File: config.mk
export PLATFORM = sky130hd
export DESIGN_NAME = moore_seq_generator
export DESIGN_NICKNAME = d
export VERILOG_FILES = /design/src/rtl/moore_seq_generator.sv
export SDC_FILE = /design/constraint.sdc
export NUM_CORES = 1
export LEC_CHECK = 0
export CORE_MARGIN = 8
export CORE_UTILIZATION = 50
export CTS_CLUSTER_DIAMETER = 100
export DETAILED_ROUTE_END_ITERATION = 10
export GPL_TIMING_DRIVEN = 0
export PLACE_DENSITY = 0.71
export SKIP_CTS_REPAIR_TIMING = 1
export SLEW_MARGIN = 20
export SYNTH_ARGS = -nofsm -noshare
export SYNTH_HDL_FRONTEND = slang
export SYNTH_SLANG_ARGS = --single-unit
File: constraint.sdc
create_clock -name clk_i -period 3.2 [get_ports clk_i]
set_input_delay 0.96 -clock clk_i [delete_from_list [all_inputs] [get_ports clk_i]]
set_output_delay 0.96 -clock clk_i [all_outputs]
set_load 0.01 [all_outputs]
File: src/rtl/moore_seq_generator.sv
// Serial pattern transmitter: sends PATTERN MSB-first 'reps' times, with an optional
// idle gap between repetitions. All outputs are registered from the next state.
module moore_seq_generator #(
  parameter int unsigned    LEN     = 6,
  parameter logic [LEN-1:0] PATTERN = LEN'(6'b011011),
  parameter int unsigned    GAP     = 0
) (
  input  logic       clk_i,
  input  logic       rst_ni,
  input  logic       start_i,
  input  logic [3:0] reps_i,
  input  logic       abort_i,
  output logic       out_o,
  output logic       out_valid_o,
  output logic       busy_o,
  output logic       done_o
);

  localparam int unsigned    IW       = $clog2(LEN);
  localparam logic [IW-1:0]  LAST_IDX = IW'(LEN - 1);
  localparam logic [3:0]     GAP_LOAD = (GAP > 0) ? 4'(GAP - 1) : 4'd0;

  typedef enum logic [1:0] {
    S_IDLE = 2'd0,
    S_SEND = 2'd1,
    S_GAP  = 2'd2,
    S_DONE = 2'd3
  } state_e;

  state_e        state_q, state_d;
  logic [IW-1:0] bit_q, bit_d;
  logic [3:0]    gap_q, gap_d;
  logic [3:0]    rep_q, rep_d;
  logic          out_q, out_d;
  logic          valid_q, valid_d;
  logic          busy_q, busy_d;
  logic          done_q, done_d;

  always_ff @(posedge clk_i or negedge rst_ni) begin
    if (!rst_ni) begin
      state_q <= S_IDLE;
      bit_q   <= '0;
      gap_q   <= '0;
      rep_q   <= '0;
      out_q   <= 1'b0;
      valid_q <= 1'b0;
      busy_q  <= 1'b0;
      done_q  <= 1'b0;
    end else begin
      state_q <= state_d;
      bit_q   <= bit_d;
      gap_q   <= gap_d;
      rep_q   <= rep_d;
      out_q   <= out_d;
      valid_q <= valid_d;
      busy_q  <= busy_d;
      done_q  <= done_d;
    end
  end

  // Output registers are loaded from the next state so they line up with state_q.
  always_comb begin
    state_d = state_q;
    bit_d   = bit_q;
    gap_d   = gap_q;
    rep_d   = rep_q;

    unique case (state_q)
      S_IDLE: begin
        if (!abort_i && start_i && (reps_i != 4'd0)) begin
          state_d = S_SEND;
          bit_d   = LAST_IDX;
          rep_d   = reps_i;
        end
      end
      S_SEND: begin
        if (abort_i) begin
          state_d = S_IDLE;
          bit_d   = '0;
          gap_d   = '0;
          rep_d   = '0;
        end else if (bit_q != '0) begin
          bit_d = bit_q - 1'b1;
        end else if (rep_q > 4'd1) begin
          rep_d = rep_q - 1'b1;
          bit_d = LAST_IDX;
          if (GAP > 0) begin
            state_d = S_GAP;
            gap_d   = GAP_LOAD;
          end
        end else begin
          state_d = S_DONE;
          rep_d   = '0;
        end
      end
      S_GAP: begin
        if (abort_i) begin
          state_d = S_IDLE;
          bit_d   = '0;
          gap_d   = '0;
          rep_d   = '0;
        end else if (gap_q == 4'd0) begin
          state_d = S_SEND;
          bit_d   = LAST_IDX;
        end else begin
          gap_d = gap_q - 1'b1;
        end
      end
      S_DONE: begin
        state_d = S_IDLE;
      end
      default: begin
        state_d = S_IDLE;
      end
    endcase

    out_d   = (state_d == S_SEND) ? PATTERN[bit_d] : 1'b0;
    valid_d = (state_d == S_SEND);
    busy_d  = (state_d == S_SEND) || (state_d == S_GAP);
    done_d  = (state_d == S_DONE);
  end

  assign out_o       = out_q;
  assign out_valid_o = valid_q;
  assign busy_o      = busy_q;
  assign done_o      = done_q;

endmodule

Word-level counts from Yosys, hierarchy flattened
Memories as Yosys holds them, arrays and structs flattened.
Index checks and enable logic that the tools add are counted.
- input bits: 8
- logic and storage cells: 62
- memories: 1
- bits in read-only memories: 8
- register bits after elaboration: 17
- add/sub/neg operators: 3
- magnitude comparators: 2
- muxes and demuxes: 25
- eq/ne operators: 11
- reduce and logical (&&, ||, !) cells: 12
- memories (name ; words ; width ; rd ports ; clocked after memory_dff ; wr ports ; RTL line ; source):
    (no name shown) ; 8 ; 1 ; 1 ; 0 ; 0 ; 117 ; out_d = (state_d == S_SEND) ? PATTERN[bit_d] : 1'b0;
- operator list (cell ; number):
    4-bit 2-to-1 mux ; 7
    3-bit 2-to-1 mux ; 6
    2-bit 2-to-1 mux ; 6
    4-bit case mux with 3 select lines ; 1
    3-bit case mux with 3 select lines ; 1
    2-bit equality test, second input constant ; 4
    2-bit case mux with 4 select lines ; 1
    4-bit case mux with 2 select lines ; 1
    4-bit by 1-bit subtractor with 4-bit output, second input constant ; 2
    2-bit inequality test, second input constant ; 3
    3-bit inequality test, second input constant ; 2
    3-bit nonzero test ; 2
    2-bit by 1-bit equality test with 1-bit output, second input constant ; 2
    4-bit by 1-bit greater-than comparator with 1-bit output, second input constant ; 1
    4-bit zero test ; 1
    3-bit by 4-bit less-than comparator with 1-bit output, second input constant ; 1
    4-bit AND reduction ; 1
    4-bit nonzero test ; 1
    3-bit AND reduction ; 1
    3-bit by 1-bit subtractor with 3-bit output, second input constant ; 1
    1-bit logical AND ; 2
    2-bit zero test ; 1
    1-bit 2-to-1 mux ; 2
    2-bit nonzero test ; 1
    other kinds (2) ; 2

Longest topological paths before layout
- word-level depth: 8
- gate-level depth with buffers: 11
- mapped depth without buffers: 11

Worst setup path after synthesis
OpenSTA, ideal clock, no wires.
- kind: input to register
- from: input abort_i
- to: register out_q (netlist: out_o)
- data required time: 3070 ps
- setup time: 130 ps
- path slack: 828 ps
- stages: 9
- arrival: 2242 ps
- cell sequence: and2b_1 > nand2b_1 > nand2_1 > a21oi_1 > o21ai_0 > inv_1 > ha_1 > a21boi_1 > a21boi_2
- elaborated cells on any way between the ends: 15
- those cells by class: eq/ne (1); mux (10); reduce/logical (3); memory (1)
- RTL lines (item ; RTL line ; source):
    start: declaration ; 12 ; input logic abort_i,
    1-bit zero test ; 70 ; if (!abort_i && start_i && (reps_i != 4'd0)) begin
    1-bit logical AND (2 in series) ; 70 ;
    2-bit 2-to-1 mux ; 70 ;
    2-bit case mux with 4 select lines * ; 68 ; unique case (state_q)
    net state_d[1] ; 30 ; state_e state_q, state_d;
    2-bit by 1-bit equality test with 1-bit output * ; - ;
    net valid_d ; 35 ; logic valid_q, valid_d;
    1-bit 2-to-1 mux * ; 117 ;
    net out_d ; 34 ; logic out_q, out_d;
    end signal: assignment ; 54 ; out_q <= out_d;
    end: declaration ; 34 ;
The timed path passes the listed nets; every way through them passes the cells marked *. The select of a mux whose other input is x is not followed.
A chain may end at the register's enable or synchronous reset.

Final worst setup path
Same ends and word-level chain as after synthesis.

==> key figures <==
Routing
  – Final WL: 2.43 mm
  – DR DRC count: 0
  – Vias: 967
  – DR WL/cell: 13.7 µm
  – Detailed Routing Iterations Pass 1: 4
  – Vias per cell: 5.43
  – Post-route ant nets: 0
  – Starting DRT DRC Count: 47

Synth
  – Mean Syn Cell Area: 9.13 µm²
  – Ys Warns: 0
  – Sequential share of the synthesized area: 0.350
  – Post-Syn Area: 1210 µm²
  – Post-synthesis compound-gate area fraction: 0.221
  – Syn Inst Count: 133
  – Ys async rst share: 1.00
  – Largest family of logic cells by synthesized area: simple AND/OR/NAND/NOR gates
  – Netlist cell types: 37
  – Top_reg_cell synth: dfrtp_1
  – Synthesis-stage register bit count: 17
  – Xor/xnor cell area share of the yosys netlist: 0
  – Syn_nets: 154
  – Mux contribution to synthesized area: 0
  – Post-synth EDFFs: 0
  – Synth Area in Adders: 0.134
  – Synth Area in Simple Gates: 0.233

Setup path
  – CP max stage cell: clkdlybuf4s50_1
  – Startpoint Class: primary input
  – Worst EP arrival: 3.19 ns
  – Crit-path max cell delay: 0.52 ns
  – CP Data Required Time: 3.38 ns
  – CP max FO: 7
  – Crit path buf inv count: 2
  – CP endpoint kind: flop
  – FF-to-FF path depth: 11
  – Critical path class: primary input to flop
  – Crit path max-delay family: compound AO/OA/AOI/OAI gates
  – CP Cell Sequence: clkdlybuf4s50_1, and2b_1, nand2b_1, nand2_1, a21oi_1, o21ai_0, inv_1, ha_1, a21boi_1, a21boi_2
  – Crit path depth: 10

Clock network
  – H-tree levels: 1
  – Clk_lat worst skew: 0.29 ns
  – TritonCTS clock tree: done
  – Clock buffer depth: 2
  – Clock Sinks: 17
  – Clock transition at path regs: 0.11 ns
  – Clock root buffer master: clkbuf_4
  – TritonCTS Buffers: 3

Timing
  – Final Hold Fails: 0
  – Crit path time final: 3.01 ns
  – Slew Limit Headroom: 0.469
  – Clk_skew: 0.00142 ns
  – RSZ-0062 raised after global routing: false
  – Actual slew at the worst max-slew pin: 0.794 ns
  – Final Max Slew Viols: 0
  – Fmax: 332 MHz
  – Final period util: 0.940
  – Final setup violation count: 0

GRT
  – Initial antenna violation count: 0
  – Vias in the first global route: 1047
  – GRT Residual Overflow: 0
  – First-pass GRT wire length: 4.29 mm
  – Global Route Usage Sum: 0.123
  – Largest net degree at the start of global routing: 18

Layout
  – Final core occ: 0.582
  – Commonest non-fill, non-tap cell in the layout: dfrtp_1
  – Final net count: 170
  – Ant diodes: 0
  – Area delta synth->final: 14.4%
  – Final std cells w/o fill: 178
  – Leading cell types in the layout, fill and taps excluded: dfrtp_1 (17), nor2_1 (16), inv_1 (15), ha_1 (13), clkdlybuf4s50_1 (11)
  – Layout cells sized above 1: 0.122

Floorplanning
  – Chip Width: 65.3 µm
  – Die Y: 65.3 µm
  – Initial Utilization: 0.509
  – Top Ports: 12
  – Die ar.: 4260 µm²
  – Std-Cell Rows: 18
  – CORE AREA: 2390 µm²

Power and ir drop
  – PwrDens: 863 nW/µm²
  – Total power: 0.00120 W
  – Leak: 0.609 nW
  – Worst VDD drop: 0.000535 V

Placed design
  – GPL Wtd Cong: 0.850
  – HPWL Detailed: 1.92 mm
  – Port bufs: 11
  – Placed cells: 174

Hold path
  – WHS Path Cells: 2
  – Type of the most critical hold path: flop to flop

Outcome
  – Status: finished, final reports clean

Job
  – Max-cap violations: 0
==> path summary, 6_finish.rpt <==
path                           from        to  slack [ns]
setup / recovery            abort_i     out_o        0.19
hold / removal             rep_q[1]  rep_q[1]        0.53
setup reg to reg           gap_q[0]     out_o        0.73
hold reg to reg            rep_q[1]  rep_q[1]        0.53
max in group asynchronous    rst_ni  gap_q[3]        1.59
min in group asynchronous    rst_ni  bit_q[2]        1.12
==> metrics by stage <==
| step | setup slack, ns | area [µm²] | TNS, ns | hold slack (ns) |
|---|---|---|---|---|
| 2_1_floorplan | 0.828 | 1210 | 0 | 0.467 |
| 3_5_place_dp | -0.0852 | 1360 | -0.0852 | 0.518 |
| 5_1_grt | 0.0488 | 1390 | 0 | 0.568 |
| 6_report | 0.192 | 1390 | 0 | 0.533 |
| 4_1_cts | 0.224 | 1390 | 0 | 0.543 |
| 3_3_place_gp | -0.0162 | 1360 | -0.0162 | 0.509 |
==> final cells by class <==
cell class | count | area (µm²)
tap | 30 | 37.5
buffer | 2 | 18.8
clock inverter | 1 | 5.00
inverter | 15 | 56.3
clock buffer | 3 | 22.5
sequential | 17 | 425
multi-input combinational | 99 | 714
timing repair buffer | 11 | 110
fill | 225 | 997
==> Yosys cell counts, types with 3 or more instances <==
cell | count | share of area
a21oi_1 | 9 | 0.037
dfrtp_1 | 17 | 0.35
ha_1 | 13 | 0.13
inv_1 | 15 | 0.046
nand2_1 | 10 | 0.031
nand3_1 | 3 | 0.012
nor2_1 | 16 | 0.049
o21ai_0 | 6 | 0.025
o21ai_1 | 7 | 0.029
or3_1 | 3 | 0.015
==> registers in the layout (all words and copies together), names as in the netlist <==
| register | count |
|---|---|
| out_valid_o | 1 |
| state_q | 2 |
| busy_o | 1 |
| out_o | 1 |
| done_o | 1 |
| gap_q | 4 |
| bit_q | 3 |
| rep_q | 4 |
==> worst reg2reg max path, stage by stage, from the launching register on <==
cell and delay, ns:
dfrtp_1 0.43, inv_1 0.10, ha_1 0.14, nor3b_2 0.41
nand2b_1 0.30, nand2_1 0.09, a21oi_1 0.16, o21ai_0 0.18
inv_1 0.10, ha_1 0.18, a21boi_1 0.15, a21boi_2 0.16
==> where the power goes <==
| part | internal [W] | total [W] | switching (W) |
|---|---|---|---|
| Combinational | 0.000321 | 0.000719 | 0.000399 |
| Sequential | 0.000295 | 0.000362 | 0.0000674 |
| Clock | 0.0000464 | 0.000118 | 0.0000719 |
| Total | 0.000662 | 0.00120 | 0.000538 |
==> cells by family after synthesis <==
kind of cell    Yosys count
flops                    17
buf+inv                  17
simple gates             49
compound gates           37
fa+ha+maj                13
==> routing by layer <==
metal | share of wire | global-route usage
met5 | 0 | 0
met4 | 0.0049 | 0.0490
met3 | 0.028 | 0.0187
met2 | 0.50 | 0.223
met1 | 0.46 | 0.139
Note: power is estimated with default switching activity, not from simulation.
